$ cat config.mk
export PLATFORM = sky130hd
export DESIGN_NAME = array_arbiter
export DESIGN_NICKNAME = d
export VERILOG_FILES = /design/src/rtl/array_arbiter.sv
export SDC_FILE = /design/constraint.sdc
export NUM_CORES = 1
export LEC_CHECK = 0
export CORE_AREA = 2 2 758 760
export DETAILED_ROUTE_END_ITERATION = 10
export DIE_AREA = 0 0 760 762
export DONT_BUFFER_PORTS = 1
export HOLD_SLACK_MARGIN = 0.05
export PLACE_DENSITY = 0.3
export SLEW_MARGIN = 20
export SYNTH_ARGS = -nofsm -noshare
export SYNTH_HDL_FRONTEND = slang
export SYNTH_SLANG_ARGS = --single-unit
$ cat constraint.sdc
create_clock -name clk -period 2.4 [get_ports clk]
set_input_delay 0.48 -clock clk [delete_from_list [all_inputs] [get_ports clk]]
set_output_delay 0.48 -clock clk [all_outputs]
set_load 0.03 [all_outputs]
$ cat src/rtl/array_arbiter.sv
// Round-robin front end sharing one combinational array unit between NREQ requesters.
// Two-stage pipeline: S1 registers the granted command, S2 captures the array result.
module array_arbiter #(
   parameter int unsigned UNIT_SIZE = 32,
   parameter int unsigned NREQ      = 4
) (
   input  logic                          clk,
   input  logic                          rst,
   input  logic [NREQ-1:0]               i_req_valid,
   output logic [NREQ-1:0]               o_req_ready,
   input  logic [2*NREQ-1:0]             i_req_opcode,
   input  logic [NREQ*5*UNIT_SIZE-1:0]   i_req_in1,
   input  logic [NREQ*5*UNIT_SIZE-1:0]   i_req_in2,
   output logic [NREQ-1:0]               o_rsp_valid,
   input  logic [NREQ-1:0]               i_rsp_ready,
   output logic [5*UNIT_SIZE-1:0]        o_rsp_res,
   output logic [1:0]                    o_arr_opcode,
   output logic [5*UNIT_SIZE-1:0]        o_arr_in1,
   output logic [5*UNIT_SIZE-1:0]        o_arr_in2,
   input  logic [5*UNIT_SIZE-1:0]        i_arr_res,
   output logic                          o_busy
);

   localparam int unsigned DW  = 5 * UNIT_SIZE;
   localparam int unsigned IDW = $clog2(NREQ);

   logic              s1_valid_q, s1_valid_d;
   logic [IDW-1:0]    s1_id_q,    s1_id_d;
   logic [1:0]        s1_op_q,    s1_op_d;
   logic [DW-1:0]     s1_in1_q,   s1_in1_d;
   logic [DW-1:0]     s1_in2_q,   s1_in2_d;
   logic              s2_valid_q, s2_valid_d;
   logic [IDW-1:0]    s2_id_q,    s2_id_d;
   logic [DW-1:0]     s2_res_q,   s2_res_d;
   logic [IDW-1:0]    last_q,     last_d;

   logic              s2_fire;
   logic              s2_en;
   logic              s1_en;
   logic              gnt_found;
   logic [IDW-1:0]    gnt_id;
   logic [1:0]        gnt_op;
   logic [DW-1:0]     gnt_in1;
   logic [DW-1:0]     gnt_in2;

   // Pipeline advance: S2 drains to its owner, S1 moves up whenever S2 frees.
   always_comb begin
      s2_fire = s2_valid_q & i_rsp_ready[s2_id_q];
      s2_en   = ~s2_valid_q | s2_fire;
      s1_en   = ~s1_valid_q | s2_en;
   end

   // First valid requester after the last winner, wrapping around.
   always_comb begin
      gnt_found = 1'b0;
      gnt_id    = '0;
      for (int unsigned k = 1; k <= NREQ; k++) begin
         if (!gnt_found && i_req_valid[IDW'((32'(last_q) + k) % NREQ)]) begin
            gnt_found = 1'b1;
            gnt_id    = IDW'((32'(last_q) + k) % NREQ);
         end
      end
   end

   // Select the winner's command payload.
   always_comb begin
      gnt_op  = '0;
      gnt_in1 = '0;
      gnt_in2 = '0;
      for (int unsigned r = 0; r < NREQ; r++) begin
         if (gnt_id == IDW'(r)) begin
            gnt_op  = i_req_opcode[2*r +: 2];
            gnt_in1 = i_req_in1[r*DW +: DW];
            gnt_in2 = i_req_in2[r*DW +: DW];
         end
      end
   end

   always_comb begin
      s1_valid_d  = s1_valid_q;
      s1_id_d     = s1_id_q;
      s1_op_d     = s1_op_q;
      s1_in1_d    = s1_in1_q;
      s1_in2_d    = s1_in2_q;
      s2_valid_d  = s2_valid_q;
      s2_id_d     = s2_id_q;
      s2_res_d    = s2_res_q;
      last_d      = last_q;
      o_req_ready = '0;

      if (s1_en) begin
         s1_valid_d = gnt_found;
         if (gnt_found) begin
            s1_id_d     = gnt_id;
            s1_op_d     = gnt_op;
            s1_in1_d    = gnt_in1;
            s1_in2_d    = gnt_in2;
            last_d      = gnt_id;
            o_req_ready = NREQ'(1) << gnt_id;
         end
      end

      if (s2_en) begin
         s2_valid_d = s1_valid_q;
         s2_id_d    = s1_id_q;
         s2_res_d   = i_arr_res;
      end
   end

   // Reset discards in-flight work and re-arms the pointer so requester 0 wins first.
   always_ff @(posedge clk) begin
      if (rst) begin
         s1_valid_q <= 1'b0;
         s1_id_q    <= '0;
         s1_op_q    <= '0;
         s1_in1_q   <= '0;
         s1_in2_q   <= '0;
         s2_valid_q <= 1'b0;
         s2_id_q    <= '0;
         s2_res_q   <= '0;
         last_q     <= IDW'(NREQ - 1);
      end else begin
         s1_valid_q <= s1_valid_d;
         s1_id_q    <= s1_id_d;
         s1_op_q    <= s1_op_d;
         s1_in1_q   <= s1_in1_d;
         s1_in2_q   <= s1_in2_d;
         s2_valid_q <= s2_valid_d;
         s2_id_q    <= s2_id_d;
         s2_res_q   <= s2_res_d;
         last_q     <= last_d;
      end
   end

   assign o_arr_opcode = s1_op_q;
   assign o_arr_in1    = s1_in1_q;
   assign o_arr_in2    = s1_in2_q;
   assign o_rsp_res    = s2_res_q;
   assign o_rsp_valid  = s2_valid_q ? (NREQ'(1) << s2_id_q) : '0;
   assign o_busy       = s1_valid_q | s2_valid_q;

`ifndef SYNTHESIS
   a_grant_onehot : assert property (@(posedge clk) disable iff (rst) $onehot0(o_req_ready));
   a_grant_valid  : assert property (@(posedge clk) disable iff (rst) (o_req_ready & ~i_req_valid) == '0);
   a_rsp_onehot   : assert property (@(posedge clk) disable iff (rst) $onehot0(o_rsp_valid));
`endif

endmodule

==> impl_metrics.ini <==
[sta]
slew_headroom_pct = 37.6
slew_viol_final = 0
period_needed_ns = 2.87
min_period_over_period_pct = 119
worstMarginPinSlew_ns = 0.935
fin_ws_ns = -0.467
rsz0062_at_grt = yes
hold_violations = 158
fin_setup_tns_ns = -62.18
max_freq_mhz = 349
fin_skew_ns = 0.0750
setup_viol = 308
whs_ns = -0.286

[power]
p_switching_uw = 18200
total_power_uw = 42700
p_leak_uw = 0.0206
p_sw_share_pct = 42.6
power_frac_clock_pct = 31.3
internal-power_uw = 24500
power.share.sequential_pct = 30.1
power.density_nw_per_um2 = 710
ir_worst_vdd_uv = 477
comb_power_share_pct = 38.6

[global_routing]
grt_use_total_pct = 14.8
grt_max_degree = 172
grt_pass1_vias = 32800
overflow = 0
antenna_found_initial = 436
grt_pass1_wl_mm = 524

[floorplan]
die_w_um = 760
rows = 278
core-area_um2 = 571000
die_area_um2 = 579000
initial_core_util_pct = 4.16
ioPinCount = 1949
die_y_um = 762

[synthesis]
synth_edf_count = 0
ys_warn_count = 0
synthMostInstantiatedCell = nand2_1
yosysTopAreaCell = dfxtp_1
synthTopCellsByCount = nand2_1 (650), mux2i_1 (645), dfxtp_1 (490)
yosysSeqAreaShare_pct = 41.2
ys_types = 32
syn_inst = 2552
syn_avg_cell_area_um2 = 9.32
synth_flop_cell = dfxtp_1
synth_top_area_share_pct = 41.2
syn-cell-area_um2 = 23800
synth_nets = 4010
ys_ff_latch = 490
synthArstFlopShare_pct = 0
ys_top_cells_by_area = dfxtp_1 (41%), mux2i_1 (27%), o221ai_1 (12%)

[worst_setup_path]
critPathLaunchType = flop
crit_fanout = 4
r2r_start = last_q[0]
crit_path_end_kind = output pin
critPathKind = flop to output pin
crit_start = s2_id_q[0]
arrival_ns = 2.39
worstPathRequired_ns = 1.92

[placed_design]
port_buffers = 0
placed_cells = 10400
gp_congestion = 1.05
place_area_um2 = 36800
hpwlAfterDp_mm = 399

[clock_tree]
cts_tree = done
clk_pin_slew_ns = 0.06
clockRootBuffer = clkbuf_16
max-clock-path-buffers = 4
clkSinkCount = 490
cts_buffers = 85
insertion_delay_ns = 0.82
cts_max_level = 3

[drt]
ant_nets = 0
top_layer_used = met5
first_pass_iters = 6
wl_met2_mm = 200
met3_length_mm = 68.2
drt_iter0_markers = 2325
routedWlPerCell_um = 37.0
drc = 0
drt-vias-per-instance = 2.73
wl_met1_mm = 159
vias = 33200
wirelength_mm = 449

[cells_and_area]
synthToLayoutAreaGrowth_pct = 153
final_net_count = 5819
finish.utilization_pct = 10.5
fin_cells = 12200
final_area_um2 = 60200
drive_gt1_share_pct = 27.6

[status]
status = complete, but fails checks
failed_checks = negative hold slack, negative setup slack

[worst_hold_path]
min_path_type = primary input to flop
holdCritStartpoint = rst

[run]
maxCapViolCount = 0
## critical path, cell delays in order (launching register included)
cell     delay, ns
dfxtp_4       0.37
mux2i_4       0.20
a22o_4        0.27
a21oi_4       0.17
buf_6         0.13
nand2_4       0.07
a21oi_4       0.17
buf_12        0.17
## kinds of logic after synthesis
group / count (synthesis) / share of synthesized area [%]
AO/OA/AOI/OAI: 502 / 15.8
AND/OR/NAND/NOR: 678 / 10.9
buffers and inverters: 236 / 4.83
flip-flops: 490 / 41.2
multiplexers: 646 / 27.2
## repair_timing
| item | CTS | global route |
|---|---|---|
| setup buffers | 97 | 37 |
| cloned | 36 | 10 |
| pin swaps | 84 | 129 |
| setup endpoints to repair | 235 | 329 |
| hold endpoints to repair | 490 | 160 |
| hold buffers | 1302 | 19 |
| resized for setup | 615 | 399 |
## through the flow
stage	hold slack, ns	setup WS (ns)
after CTS	-0.406	-0.611
after global placement	0.461	-1.31
after detailed placement	0.457	-0.636
after floorplan	0.432	0.0652
after global routing	-0.377	-0.622
final	-0.286	-0.467
## power by group through the flow
stage	registers (µW)	logic [µW]	clock network (µW)
finish	12900	16500	13400
global route	13000	17400	14200
CTS	12900	15900	14100
detailed placement	13100	10400	0
global placement	13100	10300	0
floorplan	12100	3650	0
## final cells by class
| type | instances | area, µm² |
|---|---|---|
| diodes | 179 | 448 |
| multi-input cells | 1826 | 16600 |
| flip-flops and latches | 490 | 9830 |
| clock inverters | 30 | 400 |
| well taps | 7560 | 9460 |
| clock buffers | 117 | 2430 |
| fillers | 65400 | 511000 |
| repair buffers | 1955 | 20900 |
| inverters | 3 | 11.3 |
## routing by layer
layer  track usage (%)  vias up
li1                  -    13300
met1              15.6    16100
met2              23.5     2652
met3              9.58      897
met4              5.44      220
met5                 0        -
## cell usage in the layout (no fill, tap or decap), types with 4 or more instances in the layout
cell and n:
buf_4 361, a21oi_4 4, dfxtp_1 476, dfxtp_2 12, buf_6 81, diode_2 179, o221ai_2 136, clkbuf_16 94
a21oi_1 165, clkinvlp_4 8, nand2_1 649, clkbuf_8 16, mux2i_1 367, mux2i_2 78, clkinv_2 8, clkbuf_1 15
buf_12 97, nor2_1 7, buf_16 51, mux2i_4 201, bufinv_16 8, buf_8 36, o221ai_1 186, dlygate4sd3_1 1321
## registers in the layout, summed over array words and instances, names as in the netlist
| signal | cells |
|---|---|
| o_arr_opcode | 2 |
| o_arr_in2 | 160 |
| s2_id_q | 2 |
| last_q | 2 |
| s1_valid_q | 1 |
| s2_valid_q | 1 |
| o_arr_in1 | 160 |
| s1_id_q | 2 |
| o_rsp_res | 160 |
## final timing paths
| kind | end | slack, ns | cells after the start |
|---|---|---|---|
| worst max-delay path | o_req_ready[3] | -0.47 | 7 |
| worst min register to register | s2_id_q[0] | 0.45 | 2 |
| worst max register to register | o_arr_in2[108] | -0.37 | 14 |
| worst min-delay path | o_rsp_res[21] | -0.29 | 1 |
(Power assumes the default switching activity.)
==> variant, RTL diff (same settings) <==
Take the reset off `s2_res_q` and load it in a clocked block of its own.
--- a/src/rtl/array_arbiter.sv
+++ b/src/rtl/array_arbiter.sv
@@ -118,5 +118,4 @@
          s2_valid_q <= 1'b0;
          s2_id_q    <= '0;
-         s2_res_q   <= '0;
          last_q     <= IDW'(NREQ - 1);
       end else begin
@@ -128,7 +127,10 @@
          s2_valid_q <= s2_valid_d;
          s2_id_q    <= s2_id_d;
-         s2_res_q   <= s2_res_d;
          last_q     <= last_d;
       end
+   end
+
+   always_ff @(posedge clk) begin
+      s2_res_q <= s2_res_d;
    end
 
Function: not settled (the Yosys comparison gave no result); the edit may change what the design does.
==> variant against the original RTL <==
  * The flow finishes with violations (max-slew violations, negative setup slack)
  * Final area decreased by 9.6%
  * Sequential share of layout area grew 4.7 points
  * Sequential cell count unchanged
  * Total power is 6.5% lower
  * Worst setup slack got worse by 0.12 ns
  * Sequential power rose by 5%
  * Final cell count fell by 4.6%
  * Wire length is 6.2% lower
  * Synthesized area is 0.66% higher
  * Critical path depth rose by 1
  * Largest cell class unchanged
==> variant: results (changes against the original RTL) <==
Setup-failing EPs final=316 (+2.6%); Placer Congestion=1.03 (-2.2%); clk_lat worst skew=0.91 ns (+0.09 ns); setup ws final=-0.587 ns (-0.120 ns); slew of the pin with the lowest slew margin=1.56 ns (+0.622 ns); multi-input gates=1556 (-15%); synth top area cells=dfxtp_1 28%, edfxtp_1 20%, a211oi_1 10%, nand3b_1 6.4%, o31ai_1 6.4%; fraction of area in multi-input gates=0.236 (-0.0406); Post-CTS Setup Repair Bufs=77 (-21%); post-synthesis compound-gate area fraction=0.275 (+0.116); failing checks=max-slew violations, negative setup slack; vias per inst=2.75 (+0.96%); status=complete, but fails checks; fin nets=5214 (-10%); mux cell area share after synthesis=0.0564 (-0.216); Worst Skew=0.141 ns (+0.0656 ns); Clock Buffer Count=103 (-12%); HPWL after DPL=366000 um (-8.3%); end of the worst register-to-register path=o_arr_in2[33]$_SDFFE_PP0P_; TritonCTS Buffers=86 (+1.2%); Storage cell area=0.0114 mm2 (+16%); Sequential Power Share=0.340 (+0.039); sequential area share after synthesis=0.477 (+0.0642); drt pass-1 iters=8 (+2); layout inverter count without the clock tree=4 (+1); Static Leak=17.1 nW (-17%); most frequent cells after synthesis=330 x dfxtp_1, 324 x a211oi_1, 206 x nor2b_1; FILL cells=65927 (+0.83%); drt initial violations=3421 (+47%); vias in the first global route=30630 (-6.7%); clk cell area share=0.0525 (+0.00543); Arrival @ worst endpoint=2.51 ns (+0.12 ns); internal cell power=23.1 mW (-5.6%); Critical-path top delay cell=a211o_4; ant diodes=221 (+23%); Synth cell types=38 (+19%); largest net degree at the start of global routing=220 (+28%); share of post-route cells with drive strength above 1=0.254 (-0.0221); worst-case reg-to-reg path depth=10 (-4); Placed Instance Area=0.0363 mm2 (-1.5%); Hold Path Depth=3 (+2); peak fanout along the critical path=5 (+1); routed len/inst=36.3 um (-1.7%); VDD IR max=0.501 mV (+5.1%); GRT Util Overall=0.138 (-0.00930); max-slew violations=29 (+29); buffering overhead=0.317 (-0.0314)
## variant: cell types whose count changed in the layout (fill, tap and decap cells not counted), sizes merged, moves of 119 or more
cell and change:
a211oi +323, a21oi -166, dfxtp -160, dlygate4sd3 -224
edfxtp +160, mux2 +119, mux2i -645, nand2 -640
nand3b +203, nor2 +122, nor2b +203, o221ai -321
o22ai +202, o31ai +204
## variant: metal layers
| layer | part of all wire | up-vias | track usage |
|---|---|---|---|
| li1 | - | 12428 | - |
| met1 | 0.37 | 15554 | 0.153 |
| met2 | 0.40 | 2839 | 0.199 |
| met3 | 0.18 | 956 | 0.110 |
| met4 | 0.042 | 174 | 0.0448 |
| met5 | 0.0028 | - | 0.0000819 |
## variant: stage by stage
stage	setup slack, ns	hold WS, ns	setup TNS (ns)
after floorplan	-1.36	0.425	-218.83
after global placement	-0.855	0.446	-108.73
after detailed placement	-0.882	0.453	-117.48
after CTS	-0.736	0.0508	-55.92
after global routing	-0.702	0.0759	-71.38
final	-0.587	0.147	-48.65
## variant: worst max-delay path by stage
stage / from / to / slack (ns)
after floorplan: i_rsp_ready[0] / o_rsp_res[0]$_DFFE_PP_ / -1.36
after global placement: i_req_valid[0] / o_arr_in2[159]$_SDFFE_PP0P_ / -0.86
after detailed placement: i_req_valid[0] / o_arr_in2[159]$_SDFFE_PP0P_ / -0.88
after CTS: last_q[0]$_SDFFE_PP1P_ / o_req_ready[0] / -0.74
after global routing: last_q[0]$_SDFFE_PP1P_ / o_req_ready[0] / -0.70
final: last_q[0]$_SDFFE_PP1P_ / o_req_ready[0] / -0.59
## variant: cell families (layout without fill, tap and decap cells)
family / Yosys count / count (layout)
compound gates: 869 / 869
buf+inv: 278 / 1775
flops: 490 / 490
mux: 120 / 120
other cells: 0 / 221
simple gates: 567 / 567
